===== src/rtl/mult_pkg.sv =====
// ---------------------------------------------------------------------------
// mult_pkg
// Shared definitions for the sequential add-shift multiplier controller.
//   mult_state_t : controller state encoding (TEST is a reserved code that the
//                  FSM never enters; the add/shift decision is folded into the
//                  transitions out of CLRA and SHIFT instead).
//   cnt_w()      : width of the iteration counter for a given operand width,
//                  wide enough to hold the value WIDTH itself.
// ---------------------------------------------------------------------------
package mult_pkg;

  typedef enum logic [2:0] {
    IDLE  = 3'd0,
    CLRA  = 3'd1,
    TEST  = 3'd2,
    ADD   = 3'd3,
    SHIFT = 3'd4,
    HOLD  = 3'd5
  } mult_state_t;

  function automatic int cnt_w(input int width);
    return $clog2(width + 1);
  endfunction

endpackage


===== src/rtl/mult_iter_counter.sv =====
// ---------------------------------------------------------------------------
// mult_iter_counter
// Counts completed shift iterations of one multiplication run.
// Ports:
//   Clk      : system clock, rising edge
//   Reset    : asynchronous, active-high; count returns to 0
//   clr_i    : synchronous clear (takes priority over en_i)
//   en_i     : increment by one this cycle
//   count_o  : current iteration count, 0..WIDTH
//   last_o   : count_o == WIDTH-1, i.e. the iteration in progress is the
//              final one (the sign-bit iteration in two's-complement mode)
// ---------------------------------------------------------------------------
module mult_iter_counter
  import mult_pkg::*;
#(
  parameter int WIDTH = 8
) (
  input  logic                      Clk,
  input  logic                      Reset,
  input  logic                      clr_i,
  input  logic                      en_i,
  output logic [cnt_w(WIDTH)-1:0]   count_o,
  output logic                      last_o
);

  localparam int CW = cnt_w(WIDTH);

  logic [CW-1:0] count_q;
  logic [CW-1:0] count_d;

  // Next count: clear wins over increment so a new run always starts at 0.
  always_comb begin
    count_d = count_q;
    if (clr_i) begin
      count_d = '0;
    end else if (en_i) begin
      count_d = count_q + CW'(1);
    end
  end

  // Count register.
  always_ff @(posedge Clk or posedge Reset) begin
    if (Reset) begin
      count_q <= '0;
    end else begin
      count_q <= count_d;
    end
  end

  assign count_o = count_q;
  assign last_o  = (count_q == CW'(WIDTH - 1));

endmodule


===== src/rtl/mult_seq_ctrl.sv =====
// ---------------------------------------------------------------------------
// mult_seq_ctrl
// Control unit for a sequential add-shift multiplier datapath (X:A:B shift
// chain plus a (WIDTH+1)-bit adder/subtractor). Runs WIDTH add/shift
// iterations using an iteration counter, in signed or unsigned mode.
// Ports:
//   Clk, Reset    : clock (rising edge), asynchronous active-high reset
//   Run           : start request, acted on at its rising edge
//   ClearA_LoadB  : request to clear A/X and load B (only honoured when idle
//                   or holding a result)
//   M             : multiplier bit currently presented by the datapath
//   Signed        : 1 = two's complement, 0 = unsigned; latched at start
//   Shift_En      : shift X:A:B right this cycle
//   Add / Sub     : load A <- A + S / A <- A - S this cycle
//   Clr_Ld        : gated ClearA_LoadB
//   Clr_A         : clear A and X (first cycle of every run)
//   Busy / Done   : run in progress / result valid in X:A:B
//   Count         : shifts completed in the current run
// ---------------------------------------------------------------------------
module mult_seq_ctrl
  import mult_pkg::*;
#(
  parameter int WIDTH = 8
) (
  input  logic                      Clk,
  input  logic                      Reset,
  input  logic                      Run,
  input  logic                      ClearA_LoadB,
  input  logic                      M,
  input  logic                      Signed,
  output logic                      Shift_En,
  output logic                      Add,
  output logic                      Sub,
  output logic                      Clr_Ld,
  output logic                      Clr_A,
  output logic                      Busy,
  output logic                      Done,
  output logic [cnt_w(WIDTH)-1:0]   Count
);

  mult_state_t state_q;
  mult_state_t state_d;
  logic        runDly_q;
  logic        mode_q;
  logic        mode_d;
  logic        start;
  logic        cntClr;
  logic        cntEn;
  logic        cntLast;
  logic        subIter;

  // Run delay resets to 1 so that a Run level already high when reset is
  // released does not look like a rising edge.
  assign start = Run & ~runDly_q;

  // Counter is cleared when a run is accepted and advances once per shift.
  assign cntClr = (state_q == IDLE) && start;
  assign cntEn  = (state_q == SHIFT);

  mult_iter_counter #(
    .WIDTH (WIDTH)
  ) uCounter (
    .Clk     (Clk),
    .Reset   (Reset),
    .clr_i   (cntClr),
    .en_i    (cntEn),
    .count_o (Count),
    .last_o  (cntLast)
  );

  // Next-state logic. The multiplier-bit test happens on the way out of
  // CLRA and SHIFT, so no cycle is spent in TEST. Leaving SHIFT on the last
  // iteration goes straight to HOLD regardless of M. TEST is unreachable and
  // recovers to IDLE should it ever be decoded.
  always_comb begin
    state_d = state_q;
    mode_d  = mode_q;
    case (state_q)
      IDLE: begin
        if (start) begin
          mode_d  = Signed;
          state_d = CLRA;
        end
      end
      CLRA: begin
        state_d = M ? ADD : SHIFT;
      end
      ADD: begin
        state_d = SHIFT;
      end
      SHIFT: begin
        if (cntLast) begin
          state_d = HOLD;
        end else begin
          state_d = M ? ADD : SHIFT;
        end
      end
      HOLD: begin
        if (!Run) begin
          state_d = IDLE;
        end
      end
      default: begin
        state_d = IDLE;
      end
    endcase
  end

  // State, latched mode and Run history registers.
  always_ff @(posedge Clk or posedge Reset) begin
    if (Reset) begin
      state_q  <= IDLE;
      mode_q   <= 1'b0;
      runDly_q <= 1'b1;
    end else begin
      state_q  <= state_d;
      mode_q   <= mode_d;
      runDly_q <= Run;
    end
  end

  // In two's-complement mode the final partial product carries negative
  // weight, so the ADD cycle of the last iteration subtracts instead.
  assign subIter = mode_q & cntLast;

  // Moore output decode; only Clr_Ld passes the live request through.
  always_comb begin
    Shift_En = (state_q == SHIFT);
    Add      = (state_q == ADD) & ~subIter;
    Sub      = (state_q == ADD) &  subIter;
    Clr_A    = (state_q == CLRA);
    Busy     = (state_q == CLRA) | (state_q == ADD) | (state_q == SHIFT);
    Done     = (state_q == HOLD);
    Clr_Ld   = ClearA_LoadB & ((state_q == IDLE) | (state_q == HOLD));
  end

endmodule


===== config.mk =====
export PLATFORM = sky130hd
export DESIGN_NAME = mult_seq_ctrl
export DESIGN_NICKNAME = d
export VERILOG_FILES = /design/src/rtl/mult_pkg.sv /design/src/rtl/mult_iter_counter.sv /design/src/rtl/mult_seq_ctrl.sv
export SDC_FILE = /design/constraint.sdc
export NUM_CORES = 1
export LEC_CHECK = 0
export BUFFER_PORTS_ARGS = -buffer_cell sky130_fd_sc_hd__buf_4
export CAP_MARGIN = 10
export CORE_AREA = 5 5 42 44
export CTS_BUF_LIST = sky130_fd_sc_hd__clkbuf_2 sky130_fd_sc_hd__clkbuf_4 sky130_fd_sc_hd__clkbuf_8
export CTS_CLUSTER_DIAMETER = 30
export DETAILED_ROUTE_END_ITERATION = 8
export DIE_AREA = 0 0 47 49
export GPL_TIMING_DRIVEN = 0
export PLACE_DENSITY = 0.78
export SLEW_MARGIN = 20
export SYNTH_ARGS = -nofsm -noshare
export SYNTH_HDL_FRONTEND = slang
export SYNTH_SLANG_ARGS = --single-unit
export TNS_END_PERCENT = 10

===== constraint.sdc =====
create_clock -name Clk -period 1.7 [get_ports Clk]
set_input_delay 0.34 -clock Clk [delete_from_list [all_inputs] [get_ports Clk]]
set_output_delay 0.34 -clock Clk [all_outputs]
set_load 0.01 [all_outputs]

==> implementation parameters, run 1 <==
Parameter                              Value

Logic synthesis
  Post-Syn Area    about 590 sq um
  Mapped Cells    57
  Number of register bits inferred by synthesis    9
  Avg Synthesized Cell Area    10.3 sq um
  Warnings, synthesis    0
  Post-synthesis net count    64
  Fraction of synthesis flops using an asynchronous set or reset pin    100%
  Most common flop cell mapped by yosys    dfrtp_1
  Post-synth EDFFs    0
  Distinct cell type count of the synthesized netlist    35
  Sequential cell area fraction in the yosys report    38.7%

Critical path
  Required arrival time at the worst endpoint    1.36 ns
  Maximum fanout encountered on the critical timing path    4
  Critical path start-end classification    flip-flop to primary output
  Critical Path AT    about 1.3 ns
  Setup crit end kind    primary output
  Setup slack of the most critical reg-to-reg path    0.31 ns
  CP Launch Type    flip-flop

STA
  Measured slew at the worst slew-check pin    0.352 ns
  Final-layout worst hold slack    around 0.048 ns
  Maximum clock skew at final layout    approximately 0.0054 ns
  Max-Slew Margin vs Limit    ~77%
  Final period util    98.4%
  Number of failing hold endpoints at the final stage    0
  Final max-slew violation count    0
  Final setup TNS    0 ns
  Peak Freq    598 MHz
  Final worst path period need    1.67 ns
  Setup WS post-layout    0.0268 ns
  RSZ-0062 raised after global routing    true
  Count of endpoints failing setup in the final report    0

Pwr
  Total power    about 1.4 mW
  Internal power    850 uW
  Power dissipated by switching net loads    521 uW
  Highest ir drop seen on vdd    0.000863 V
  Sequential cell fraction of total power    25.6%
  Areal power density over the cells    1690 nW/um^2
  Combinational share of power    61.3%
  Switching share of power    38.0%
  Proportion of power drawn by the clock network    13.1%
  Standby leakage power    0.384 nW

Clocking
  Clock edge transition at the registers on the reported setup and hold paths    0.07 ns
  Clock Latency Late Sink    roughly 0.25 ns
  CTS buffer count    3
  CTS sink count    9
  Clk root buf    clkbuf_4
  H-tree levels    1
  Clock tree from TritonCTS    yes
  Maximum count of clock buffers along a single path    2
  Number of buffers inserted by hold repair at cts    0

Place
  Post-placement cell area    726 sq um
  Half-perimeter wire length after placement    928 um
  Dpl ws    0.220 ns
  Instance count after placement with tap cells included    slightly below 90
  IO Port Bufs    16
  Routability congestion estimate from global placement    0.741

Floorplanning
  Height of the die    49 um
  Die outline width    roughly 47 um
  Die Area    2300 sq um
  Row count    14
  Count of boundary I/O pins    17
  Starting Density    41.8%
  Core Region    approximately 1400 sq um

Final layout
  Layout cells sized above 1    49.4%
  Register area    226 sq um
  Final Util    58.0%
  Synth-to-layout area growth    38.9%
  Antenna diodes    0
  Multi-input combinational cell area    339 sq um
  Count of non-filler cells in the finished layout    97
  Post-layout instance area    813 sq um
  Commonest cells after routing, fill and taps aside    buf_4, dfrtp_1, clkbuf_4, a21oi_1, a21o_1
  Most common cell after layout, fill and taps aside    buf_4
  Fin nets    89
  Fillers    between 100 and 150

Global routing
  Global-route congestion overflow total    0
  Initial antenna violation count    0
  Overall global routing resource usage    13.1%
  First-pass GRT wire length    between 2 and 2.5 mm
  Pin count of the biggest net entering global routing    11
  Vias in the first global route    496

Detailed routing
  Wire per inst    around 14 um
  Post-detailed-route via-to-cell ratio    approximately 5.5
  Detailed Route Iter0 Violations    11
  Drt total wl    1.34 mm
  Number of vias after detailed routing    536
  DRC    0
  Number of nets still failing antenna checks after routing    0
  Detailed-routing iteration count for the pre-antenna-repair pass    4

Hold path
  Class of the most critical hold timing path    primary input to async pin

Flow run
  Max-cap viol count    0

Outcome
  Status    complete, no violations
-- path summary, 6_finish.rpt --
path	startpoint	endpoint	cells past startpoint
max	uCounter.count_o[1]	Add	4
min	Reset	state_q[1]	2
max reg2reg	state_q[1]	mode_q	4
min reg2reg	mode_q	mode_q	1
max in group asynchronous	Reset	runDly_q	2
min in group Clk	Run	runDly_q	1
-- cell families after synthesis --
kind of cell	after synthesis	share of synthesized area (%)
DFF	9	38.7
adders and majority gates	1	2.14
muxes	3	6.20
AOI/OAI and AO/OA	16	19.4
xor gates and xnor gates	2	2.99
and+or+nand+nor	19	23.3
buffers and inverters	7	7.26
-- state kept, by name, summed over array words and instances (netlist names) --
register,flops
state_q,3
mode_q,1
runDly_q,1
uCounter.count_o,4
-- final cells by class --
class | count | area share [%]
buffer | 3 | 3.69
timing repair buffer | 20 | 18.5
inverter | 4 | 2.15
multi-input combinational | 41 | 41.7
clock buffer | 4 | 3.69
sequential | 9 | 27.8
tap | 16 | 2.46
-- cells in the mapped netlist, types with 2 or more instances --
cell type,instances,area [sq um]
a22o_1,2,17.5
nand3_1,2,10.0
nand2_1,2,7.51
inv_1,2,7.51
inv_2,2,7.51
xnor2_1,2,17.5
buf_6,2,22.5
dfrtp_1,8,200
o21ai_1,2,10.0
nand2b_1,2,12.5
a21oi_1,4,20.0
and3_1,2,12.5
a21o_1,3,22.5
-- power groups by stage --
stage / clock [mW] / combinational [mW] / sequential, mW
floorplan: 0 / 0.509 / 0.358
global placement: 0 / 0.728 / 0.352
detailed placement: 0 / 0.742 / 0.353
CTS: 0.185 / 0.801 / 0.342
global route: 0.202 / 0.915 / 0.360
finish: 0.180 / 0.841 / 0.351
-- critical path: stages (launching register included) --
cell     delay [ns]
dfrtp_1        0.42
ha_4           0.19
and3b_2        0.22
a21oi_2        0.13
buf_4          0.12
-- layer usage --
metal  GRT usage [%]  share of wire, %
met1            18.9                46
met2            17.4                46
met5               0                 0
met3            2.95               6.9
met4            7.37               1.3
-- timing repair --
| action | 4_1_cts | 5_1_grt |
|---|---|---|
| pin swaps | 1 | 1 |
| resized for setup | 2 | 5 |
| setup endpoints to repair | 3 | 4 |
| setup buffers | 3 | 1 |
(Power assumes the default switching activity.)
==> inputs of run 2 (changes only) <==
--- a/config.mk
+++ b/config.mk
@@ -7,13 +7,14 @@
 export LEC_CHECK = 0
 export BUFFER_PORTS_ARGS = -buffer_cell sky130_fd_sc_hd__buf_4
 export CAP_MARGIN = 10
-export CORE_AREA = 5 5 42 44
+export CORE_AREA = 2 2 39 41
 export CTS_BUF_LIST = sky130_fd_sc_hd__clkbuf_2 sky130_fd_sc_hd__clkbuf_4 sky130_fd_sc_hd__clkbuf_8
 export CTS_CLUSTER_DIAMETER = 30
+export CTS_CLUSTER_SIZE = 25
 export DETAILED_ROUTE_END_ITERATION = 8
-export DIE_AREA = 0 0 47 49
+export DIE_AREA = 0 0 41 43
 export GPL_TIMING_DRIVEN = 0
-export PLACE_DENSITY = 0.78
+export PLACE_DENSITY_LB_ADDON = 0.25
 export SLEW_MARGIN = 20
 export SYNTH_ARGS = -nofsm -noshare
 export SYNTH_HDL_FRONTEND = slang
==> run 2 against run 1 <==
Sequential power about the same. Global-route usage up 4.7 points. Final area up 0.62%. Setup slack better by 0.0010 ns. Core utilization up 1.1 points. Count of clock-buffer cells in the layout unchanged. Maximum frequency about the same. Hold slack worse by 0.010 ns. First-iteration DRC count down 45%. Critical path depth unchanged. Final cell count up 1.0%. Register-to-register slack better by 0.02 ns. Critical endpoint unchanged.
==> implementation parameters, run 2 (same netlist as run 1, synthesis figures left out) <==
Parameter                              Value

Critical path
  Critical path start-end classification    flip-flop to primary output
  Launch point of the worst path    uCounter.count_o[1]
  End point of the critical path    Add
  Required arrival time at the worst endpoint    1.36 ns (about the same)
  Crit Reg-Reg Endpoint    mode_q
  Worst r2r src    state_q[1]
  Setup crit end kind    primary output
  CP Launch Type    flip-flop
  Maximum fanout encountered on the critical timing path    4 (unchanged)
  Setup slack of the most critical reg-to-reg path    0.33 ns (+0.02 ns)
  Critical Path AT    1.33 ns (about the same)
  Depth of the most critical reg-to-reg path    4 (unchanged)

Pwr
  Areal power density over the cells    1680 nW/um^2 (-0.54%)
  Highest ir drop seen on vdd    0.000821 V (-4.9%)
  Power dissipated by switching net loads    526 uW (+0.85%)
  Internal power    847 uW (-0.41%)
  Switching share of power    38.3% (+0.30 points)
  Sequential cell fraction of total power    25.7% (about the same)
  Standby leakage power    0.389 nW (+1.4%)
  Proportion of power drawn by the clock network    13.5% (+0.4 points)
  Combinational share of power    60.9% (-0.4 points)

Detailed routing
  Wire per inst    13.5 um (-2.0%)
  Post-detailed-route via-to-cell ratio    5.37 (-2.9%)
  WL met1    548 um (-10%)
  Highest routing layer actually used    met4
  Number of nets still failing antenna checks after routing    0 (unchanged)
  Metal3 WL    40 um (-57%)
  Met2 Wirelength    713 um (+16%)
  Detailed Route Iter0 Violations    6 (-5)
  Drt total wl    1.32 mm (-0.97%)
  DRC    0 (unchanged)
  Detailed-routing iteration count for the pre-antenna-repair pass    3 (-1)
  Number of vias after detailed routing    526 (-1.9%)

Clocking
  CTS sink count    9 (unchanged)
  Clock Latency Late Sink    0.27 ns (+0.02 ns)
  H-tree levels    1 (unchanged)
  Clk root buf    clkbuf_4
  Clock edge transition at the registers on the reported setup and hold paths    0.06 ns (about the same)
  CTS buffer count    3 (unchanged)
  Clock tree from TritonCTS    yes
  Maximum count of clock buffers along a single path    2 (unchanged)

STA
  Peak Freq    598 MHz (about the same)
  Measured slew at the worst slew-check pin    0.358 ns (+0.00687 ns)
  Max-Slew Margin vs Limit    76.1% (-0.46 points)
  RSZ-0062 raised after global routing    true
  Final period util    98.4% (about the same)
  Maximum clock skew at final layout    0.00643 ns (+0.00103 ns)
  Final worst path period need    1.67 ns (-0.00102 ns)
  Setup WS post-layout    0.0278 ns (+0.00102 ns)
  Number of failing hold endpoints at the final stage    0 (unchanged)
  Count of endpoints failing setup in the final report    0 (unchanged)
  Final max-slew violation count    0 (unchanged)

Place
  IO Port Bufs    16 (unchanged)
  Routability congestion estimate from global placement    0.775 (+4.5%)
  Half-perimeter wire length after placement    886 um (-4.5%)
  Dpl ws    0.185 ns (-0.0352 ns)
  Post-placement cell area    726 sq um (unchanged)

Final layout
  Commonest cells after routing, fill and taps aside    buf_4, dfrtp_1, clkbuf_4, a21oi_1, a21o_1
  Fin nets    90 (+1.1%)
  Synth-to-layout area growth    39.7%
  Layout cells sized above 1    50.0% (+0.62 points)
  Most common cell after layout, fill and taps aside    buf_4
  Post-layout instance area    818 sq um (+0.62%)
  Number of flip-flops under the largest register name    4 (unchanged)
  Antenna diodes    0 (unchanged)

Hold path
  Class of the most critical hold timing path    primary input to async pin

Floorplanning
  Starting Density    42.3% (+0.53 points)
  Die Area    1760 sq um (-23%)
  Core Region    1380 sq um (-1.2%)
  Count of boundary I/O pins    17 (unchanged)
  Die outline width    41 um (-13%)
  Row count    14 (unchanged)
  Height of the die    43 um (-12%)

Global routing
  Overall global routing resource usage    17.9% (+4.7 points)
  Vias in the first global route    485 (-2.2%)
  First-pass GRT wire length    2.07 mm (-8.5%)
  Global-route congestion overflow total    0 (unchanged)
  Initial antenna violation count    0 (unchanged)
  Pin count of the biggest net entering global routing    11 (unchanged)

Flow run
  Max-cap viol count    0 (unchanged)

Outcome
  Status    complete, no violations
## run 2: worst min path at each step
stage,end,slack [ns],depth (start not counted)
2_1_floorplan,mode_q,0.17,1
3_3_place_gp,mode_q,0.33,2
3_5_place_dp,mode_q,0.33,2
4_1_cts,state_q[0],0.04,2
5_1_grt,uCounter.count_o[1],0.07,2
6_report,state_q[0],0.04,2
## run 2: power groups by stage
stage	Clock, mW	Sequential (mW)	Combinational, mW
4_1_cts	0.190	0.342	0.800
2_1_floorplan	0	0.358	0.509
6_report	0.185	0.353	0.835
3_5_place_dp	0	0.355	0.741
5_1_grt	0.200	0.360	0.908
3_3_place_gp	0	0.352	0.731
## run 2: stage by stage
stage / TNS (ns) / hold WS [ns] / std cells / total power [mW] / util [%]
after floorplan: 0 / 0.167 / 57 / 0.867 / -
after global placement: 0 / 0.325 / 89 / 1.08 / 52.4
after detailed placement: 0 / 0.331 / 89 / 1.10 / 52.4
after CTS: -0.0327 / 0.0449 / 96 / 1.33 / 56.4
after global routing: -0.00604 / 0.0704 / 98 / 1.47 / 59.1
final: 0 / 0.0376 / 98 / 1.37 / 59.1
## run 2: worst max-delay path, stage by stage (launching register included)
cell and delay [ns]:
dfrtp_1 0.42, ha_4 0.18, and3b_2 0.21, a21oi_2 0.12
buf_4 0.13
## run 2: per-layer routing
layer  vias up  GRT usage, %
li1        256             -
met1       258          22.0
met2         8          26.6
met3         4          5.24
met4         0          10.0
met5         -             0
## run 2: area by class of cell
cell class	count	area [sq um]
buffer	3	27.5
clock buffer	4	30.0
fill	132	566
inverter	4	17.5
multi-input combinational	41	339
sequential	9	226
tap	16	20.0
timing repair buffer	21	158
## run 2: timing repair
item                                    CTS  global route
buffers inserted                          3             2
resized for setup                         1             5
hold buffers                              0             0
pin swaps                                 2             3
endpoints found under the setup margin    3             2
